**config.mk**
```make
export PLATFORM = sky130hd
export DESIGN_NAME = traffic_light_ctrl
export DESIGN_NICKNAME = d
export VERILOG_FILES = /design/src/rtl/traffic_light_ctrl.sv
export SDC_FILE = /design/constraint.sdc
export NUM_CORES = 1
export LEC_CHECK = 0
export ABC_CLOCK_PERIOD_IN_PS = 7100
export CAP_MARGIN = 20
export CORE_MARGIN = 2
export CORE_UTILIZATION = 50
export CTS_BUF_LIST = sky130_fd_sc_hd__clkbuf_8
export DETAILED_ROUTE_END_ITERATION = 8
export GPL_TIMING_DRIVEN = 0
export PLACE_DENSITY_LB_ADDON = 0.2
export RECOVER_POWER = 50
export SLEW_MARGIN = 20
export SYNTH_ARGS = -nofsm -noshare
export SYNTH_HDL_FRONTEND = slang
export SYNTH_SLANG_ARGS = --single-unit
```
**constraint.sdc**
```tcl
create_clock -name clock -period 7.1 [get_ports clock]
set_input_delay 1.065 -clock clock [delete_from_list [all_inputs] [get_ports clock]]
set_output_delay 1.065 -clock clock [all_outputs]
set_load 0.05 [all_outputs]
```
**src/rtl/traffic_light_ctrl.sv**
```systemverilog
`default_nettype none
// ============================================================================
// traffic_light_ctrl: two-road timed light controller with pedestrian
// request, run/hold enable and flashing-fault mode.   Revision 1.0
// ============================================================================
module traffic_light_ctrl #(
  parameter int CNT_W        = 8,
  parameter int GREEN_TICKS  = 8,
  parameter int YELLOW_TICKS = 3,
  parameter int RED_TICKS    = 2,
  parameter int MIN_GREEN    = 3,
  parameter int FLASH_TICKS  = 4
) (
  input  logic       clock,
  input  logic       reset_n,
  input  logic       enable,
  input  logic       flash_mode,
  input  logic       ped_req,
  output logic [0:2] light_main,
  output logic [0:2] light_side,
  output logic       ped_walk,
  output logic [2:0] state_o
);

  typedef enum logic [2:0] {
    MAIN_G = 3'd0,
    MAIN_Y = 3'd1,
    ALL_R1 = 3'd2,
    SIDE_G = 3'd3,
    SIDE_Y = 3'd4,
    ALL_R2 = 3'd5,
    FLASH  = 3'd6
  } state_t;

  localparam logic [CNT_W-1:0] GREEN_LAST  = CNT_W'(GREEN_TICKS - 1);
  localparam logic [CNT_W-1:0] YELLOW_LAST = CNT_W'(YELLOW_TICKS - 1);
  localparam logic [CNT_W-1:0] RED_LAST    = CNT_W'(RED_TICKS - 1);
  localparam logic [CNT_W-1:0] MIN_LAST    = CNT_W'(MIN_GREEN - 1);
  localparam logic [CNT_W-1:0] FLASH_LAST  = CNT_W'(FLASH_TICKS - 1);

  localparam logic [0:2] LAMP_RED    = 3'b100;
  localparam logic [0:2] LAMP_GREEN  = 3'b010;
  localparam logic [0:2] LAMP_YELLOW = 3'b001;
  localparam logic [0:2] LAMP_DARK   = 3'b000;

  state_t           state, state_nx;
  logic [CNT_W-1:0] cnt, cnt_nx;
  logic             blink, blink_nx;
  logic             ped_pend, ped_pend_nx;
  logic             walk_r, walk_nx;
  logic [CNT_W-1:0] phase_last;
  logic             phase_done;
  logic             entering_side;

  always_ff @(posedge clock) begin
    if (!reset_n) begin
      state    <= ALL_R2;
      cnt      <= '0;
      blink    <= 1'b1;
      ped_pend <= 1'b0;
      walk_r   <= 1'b0;
    end else begin
      state    <= state_nx;
      cnt      <= cnt_nx;
      blink    <= blink_nx;
      ped_pend <= ped_pend_nx;
      walk_r   <= walk_nx;
    end
  end

  always_comb begin
    phase_last = RED_LAST;
    case (state)
      MAIN_G, SIDE_G: phase_last = GREEN_LAST;
      MAIN_Y, SIDE_Y: phase_last = YELLOW_LAST;
      default:        phase_last = RED_LAST;
    endcase
    // A pending pedestrian may cut main green once the minimum has elapsed.
    phase_done = enable &&
                 ((cnt == phase_last) ||
                  (state == MAIN_G && ped_pend && cnt >= MIN_LAST));
  end

  always_comb begin
    state_nx = state;
    cnt_nx   = cnt;
    blink_nx = blink;
    if (state != FLASH && flash_mode) begin
      state_nx = FLASH;
      cnt_nx   = '0;
      blink_nx = 1'b1;
    end else if (state == FLASH) begin
      if (!flash_mode) begin
        state_nx = ALL_R2;
        cnt_nx   = '0;
      end else if (cnt == FLASH_LAST) begin
        blink_nx = ~blink;
        cnt_nx   = '0;
      end else begin
        cnt_nx = cnt + 1'b1;
      end
    end else if (state == state_t'(3'd7)) begin
      state_nx = ALL_R2;
      cnt_nx   = '0;
    end else if (phase_done) begin
      cnt_nx = '0;
      case (state)
        MAIN_G:  state_nx = MAIN_Y;
        MAIN_Y:  state_nx = ALL_R1;
        ALL_R1:  state_nx = SIDE_G;
        SIDE_G:  state_nx = SIDE_Y;
        SIDE_Y:  state_nx = ALL_R2;
        ALL_R2:  state_nx = MAIN_G;
        default: state_nx = ALL_R2;
      endcase
    end else if (enable) begin
      cnt_nx = cnt + 1'b1;
    end
  end

  always_comb begin
    entering_side = (state_nx == SIDE_G) && (state != SIDE_G);
    ped_pend_nx   = ped_req | (ped_pend & ~entering_side);
    walk_nx       = walk_r;
    if (entering_side) begin
      walk_nx = ped_pend;
    end else if (state == SIDE_G && state_nx != SIDE_G) begin
      walk_nx = 1'b0;
    end
  end

  always_comb begin
    light_main = LAMP_RED;
    light_side = LAMP_RED;
    case (state)
      MAIN_G: light_main = LAMP_GREEN;
      MAIN_Y: light_main = LAMP_YELLOW;
      SIDE_G: light_side = LAMP_GREEN;
      SIDE_Y: light_side = LAMP_YELLOW;
      FLASH: begin
        light_main = blink ? LAMP_YELLOW : LAMP_DARK;
        light_side = blink ? LAMP_RED    : LAMP_DARK;
      end
      default: begin
        light_main = LAMP_RED;
        light_side = LAMP_RED;
      end
    endcase
  end

  assign ped_walk = (state == SIDE_G) && walk_r;
  assign state_o  = state;

endmodule
`default_nettype wire

```
== Word-level counts from Yosys, hierarchy flattened ==
Index checks and enable logic that the tools add are counted.
Word-level totals
  register bits: 14
Cells by class
  eq/ne operators: 13
  $add $sub $neg: 1
  muxes and demuxes: 19
  reduce and logical (&&, ||, !) cells: 15
  bitwise gates (word level): 5
  magnitude comparators: 1
Operator list (number)
  $mux W8: 6
  $mux W3: 6
  $pmux W3 S3: 2
  $pmux W3 S5: 1
  $eq A3 B3 Y1 const B: 4
  $eq A3 B2 Y1 const B: 3
  $add A8 B1 Y8 const B: 1
  $eq A8 B2 Y1 const B: 1
  $eq A8 B8 Y1: 1
  $ge A8 B2 Y1 const B: 1
  $logic_and A1 B1 Y1: 7
  $ne A3 B2 Y1 const B: 2
  $pmux W3 S2: 1
  $reduce_or A2 Y1: 3
  $reduce_bool A4 Y1: 1
  $eq A3 B1 Y1 const B: 1
  $logic_not A3 Y1: 1
  $mux W1: 3
  $ne A3 B3 Y1 const B: 1
  $not A1 Y1: 3
  $reduce_and A3 Y1: 1
  $reduce_bool A2 Y1: 1
  $and A1 B1 Y1: 1
  $logic_or A1 B1 Y1: 1
  $or A1 B1 Y1: 1

== Logic depth before layout (Yosys ltp) ==
  depth after elaboration: 15
  gate-level depth with buffers: 12
  gate-level depth less buffers: 11

== Least setup slack after synthesis ==
OpenSTA, ideal clock, no wires.
  path kind: register -> register
  start point: register state[2] (netlist: state_o[2])
  end point: register walk_r
  arrival: 3.319 ns
  stages on the path, launching flop included: 11
  data required time: 6.985 ns
  setup time: 0.115 ns
  path buffers: 0
  path slack: 3.666 ns
  path through: dfxtp_1 > nor3b_1 > a22o_1 > nor3_2 > a21oi_2 > xnor2_1 > nor3b_2 > ha_1 > nand2_1 > o21ai_0 > and2_1
Between the ends
  word-level cells in the longest chain between the ends: 13
  elaborated cells on any way between the ends: 31
Ends and longest elaborated chain
  start, declared: line 46  | state_t state, state_nx;
  start signal, assigned: line 63  | state <= state_nx;
  $eq A3 B3 Y1, or another cell as far along: line 73  | case (state)
  $reduce_or A2 Y1: line 73
  $pmux W3 S2: line 73
  $eq A8 B8 Y1: line 80  | ((cnt == phase_last) ||
  $logic_or A1 B1 Y1: line 80
  $logic_and A1 B1 Y1: line 79  | phase_done = enable &&
  $mux W3: line 105  | end else if (phase_done) begin
  $mux W3: line 102  | end else if (state == state_t'(3'd7)) begin
  $mux W3: line 92  | end else if (state == FLASH) begin
  $mux W3: line 88  | if (state != FLASH && flash_mode) begin
  $eq A3 B2 Y1 / $ne A3 B2 Y1 (equally long branches): line 122, 127
  $logic_and A1 B1 Y1 (on tied branches): line 122, 127
  $mux W1 / $reduce_bool A2 Y1 (equally long branches)
  end signal, assigned: line 67  | walk_r <= walk_nx;
  end, declared: line 50  | logic walk_r, walk_nx;
Several ways; a longest one is shown, not always the timed one.
A chain may end at the register's enable or synchronous reset.

== Final worst setup path ==
  start point: register state[2] (netlist: state_o[2])
  end point: output light_main[2] (netlist bit)
Between the ends
  word-level cells in the longest chain between the ends: 2
  elaborated cells on any way between the ends: 4
Ends and longest elaborated chain
  $eq A3 B3 Y1, or another cell as far along: line 135  | case (state)
  $pmux W3 S3 (*): line 135
  end, declared: line 19  | output logic [0:2] light_main,
Mark *: on every way between the ends. The rest lies on a longest branch, timed or not.

==> reports/results.txt <==
first drt pass iteration count -> 4
I/O Buffers -> 14
Synth Flop Type -> dfxtp_1
largest net degree at the start of global routing -> 11
post-synth top area share -> 0.283
TNS Setup -> 0 ns
Buf/Inv on CP -> 2
synthesized area -> 990 um2
status -> completed
CP Data Required Time -> 6.03 ns
internal power -> 144 uW
Slew headroom -> 0.654
maximum VDD drop -> 0.108 mV
clock buffer depth -> 2
Seq/Total Area, Yosys -> 0.283
CTS Hold Bufs -> 0
Critical Setup Path Class -> reg2out
ys async rst share -> 0
worst-path cell chain -> buf_1 -> nand2_2 -> nor2_1 -> a22o_1 -> clkdlybuf4s50_1
final worst-path cycle share -> 0.484
P_leak -> 0.457 nW
CP peak stage delay -> 0.80 ns
Net Count, Synth -> 134
Gate power share -> 0.205
Vias/cell -> 5.67
Detail Placement HPWL -> 1650 um
post-layout min period -> 3.44 ns
setup slack after layout -> 3.66 ns
vias in the first global route -> 920
DRT Wirelength -> 2280 um
Min Hold Slack -> 0.557 ns
first-pass GRT wire length -> 4050 um
Worst path slowest cell -> clkdlybuf4s50_1
Final nets -> 153
Initial Utilization -> 0.515
CTS H-tree depth -> 1
Reg power frac -> 0.406
max-slew violations -> 0
drt wl/cell -> 13.3 um
Worst Hold Class -> reg2reg
Setup crit start kind -> register
final setup vio count -> 0
clock slew at reported path FFs -> 0.06 ns
synth top area cells -> dfxtp_1, nand2_1, xor2_1
height of the die -> 48.5 um
top-count cell post-synth -> nand2_1
crit-path max FO -> 10
worst-margin pin slew -> 0.518 ns
layout cells sized above 1 -> 0.0903
die width -> 48.5 um
CP delay by family, top -> buffers and inverters
EDFF count, synth -> 0
RSZ-0062 raised after global routing -> no
clock power share -> 0.390
Routed Antenna Nets -> 0
gr ovfl total -> 0
PwrDens -> 167 nW/um2
# DRC -> 0
# rows -> 16
leading area contributor after synthesis -> dfxtp_1
later-pin clock latency in the skew report -> 0.25 ns
final hold vios -> 0
Placer Congestion -> 0.827
CTS sink cnt -> 14
maximum clock frequency -> 291 MHz
via count -> 969
flops & latches, synth -> 14
Netlist cell types -> 44
Max-Cap Viols -> 0
syn_area_per_cell -> 7.85 um2
gr usage total -> 0.217
CP arrival -> 2.37 ns
Post-Place Worst Slack -> 3.97 ns
Synth top cells by count -> nand2_1, dfxtp_1, nor2_1
root buf cell -> clkbuf_8
Synth Instances -> 126
Boundary Pins -> 15
Psw -> 57.1 uW
initial antenna violation count -> 0
Switching Fraction -> 0.284
core box area -> 1920 um2
cts bufs inserted -> 3
Setup Buffers After CTS -> 0
Synth-to-Final Area Change -> 22.1%
DIE AREA -> 2350 um2
ANT cells -> 0
Yosys warning count -> 0
post-CTS sizing -> 0
Clock Skews -> 0.00223 ns
fin util -> 0.629
1st-iter DRT viols -> 34
crit end category -> output port
CTS tree -> done
## registers in the layout, indices dropped and copies added (netlist names)
signal    flops
ped_pend      1
walk_r        1
cnt           8
state_o       3
blink         1
## stage by stage
step	std cells	total power [mW]	cell area, um2
finish	171	0.201	1210
CTS	171	0.205	1220
global route	171	0.211	1210
detailed placement	167	0.126	1160
floorplan	126	0.113	990
global placement	167	0.125	1160
## per-layer routing
metal / GRT usage / share of wire
met1: 0.273 / 0.46
met2: 0.368 / 0.47
met3: 0.0370 / 0.056
met4: 0.0905 / 0.011
met5: 0 / 0
## cells by family after synthesis
family	synth area share
XOR/XNOR	0.0619
multiplexers	0.0303
flip-flops	0.283
buffers and inverters	0.0480
AND/OR/NAND/NOR	0.369
adder cells (fa/ha/maj)	0.0379
AO/OA/AOI/OAI	0.169
## path summary, 6_finish.rpt
| kind | endpoint | slack (ns) | cells after the start | startpoint |
|---|---|---|---|---|
| max reg2reg | walk_r | 4.50 | 12 | cnt[0] |
| max | light_main[2] | 3.66 | 5 | state_o[2] |
| min reg2reg | walk_r | 0.56 | 3 | walk_r |
| min | walk_r | 0.56 | 3 | walk_r |
## layout by cell type (no fill, tap or decap), types with 2 or more instances in the layout
master / Yosys / final
clkbuf_8: 0 / 4
a22o_1: 2 / 2
clkbuf_1: 4 / 4
nand4_1: 4 / 4
mux2i_1: 3 / 3
a21oi_1: 4 / 5
buf_2: 2 / 2
clkdlybuf4s50_1: 0 / 10
and2_1: 3 / 3
nor3b_1: 2 / 2
nor2_1: 13 / 13
a31oi_1: 2 / 2
nor3_1: 2 / 2
dlygate4sd3_1: 0 / 4
xor2_1: 6 / 6
nand2_1: 16 / 16
ha_1: 3 / 3
nor2b_1: 2 / 2
o21ai_0: 4 / 5
dfxtp_1: 14 / 14
nand3_1: 7 / 7
or3_1: 4 / 4
inv_1: 5 / 5
## power by group through the flow
| stage | combinational [mW] | clock [mW] | sequential [mW] |
|---|---|---|---|
| 6_report | 0.0412 | 0.0785 | 0.0817 |
| 5_1_grt | 0.0445 | 0.0846 | 0.0821 |
| 4_1_cts | 0.0425 | 0.0804 | 0.0818 |
| 3_5_place_dp | 0.0420 | 0 | 0.0836 |
| 3_3_place_gp | 0.0417 | 0 | 0.0835 |
| 2_1_floorplan | 0.0262 | 0 | 0.0868 |
## worst reg2reg max path, stage by stage (launching register included)
cell and delay (ns):
dfxtp_1 0.33, clkbuf_1 0.27, inv_1 0.11, ha_1 0.20, or3_1 0.36, o31ai_4 0.19, a21oi_1 0.17, xnor2_1 0.17
nor3b_2 0.18, ha_1 0.26, nand2_1 0.06, o21ai_0 0.06, and2_1 0.15
## final cells by class
class | count | area [um2]
multi-input combinational | 100 | 652
sequential | 14 | 280
inverter | 5 | 18.8
clock buffer | 4 | 55.1
fill | 190 | 713
buffer | 7 | 28.8
timing repair buffer | 14 | 140
tap | 27 | 33.8
Note: power is estimated with default switching activity, not from simulation.
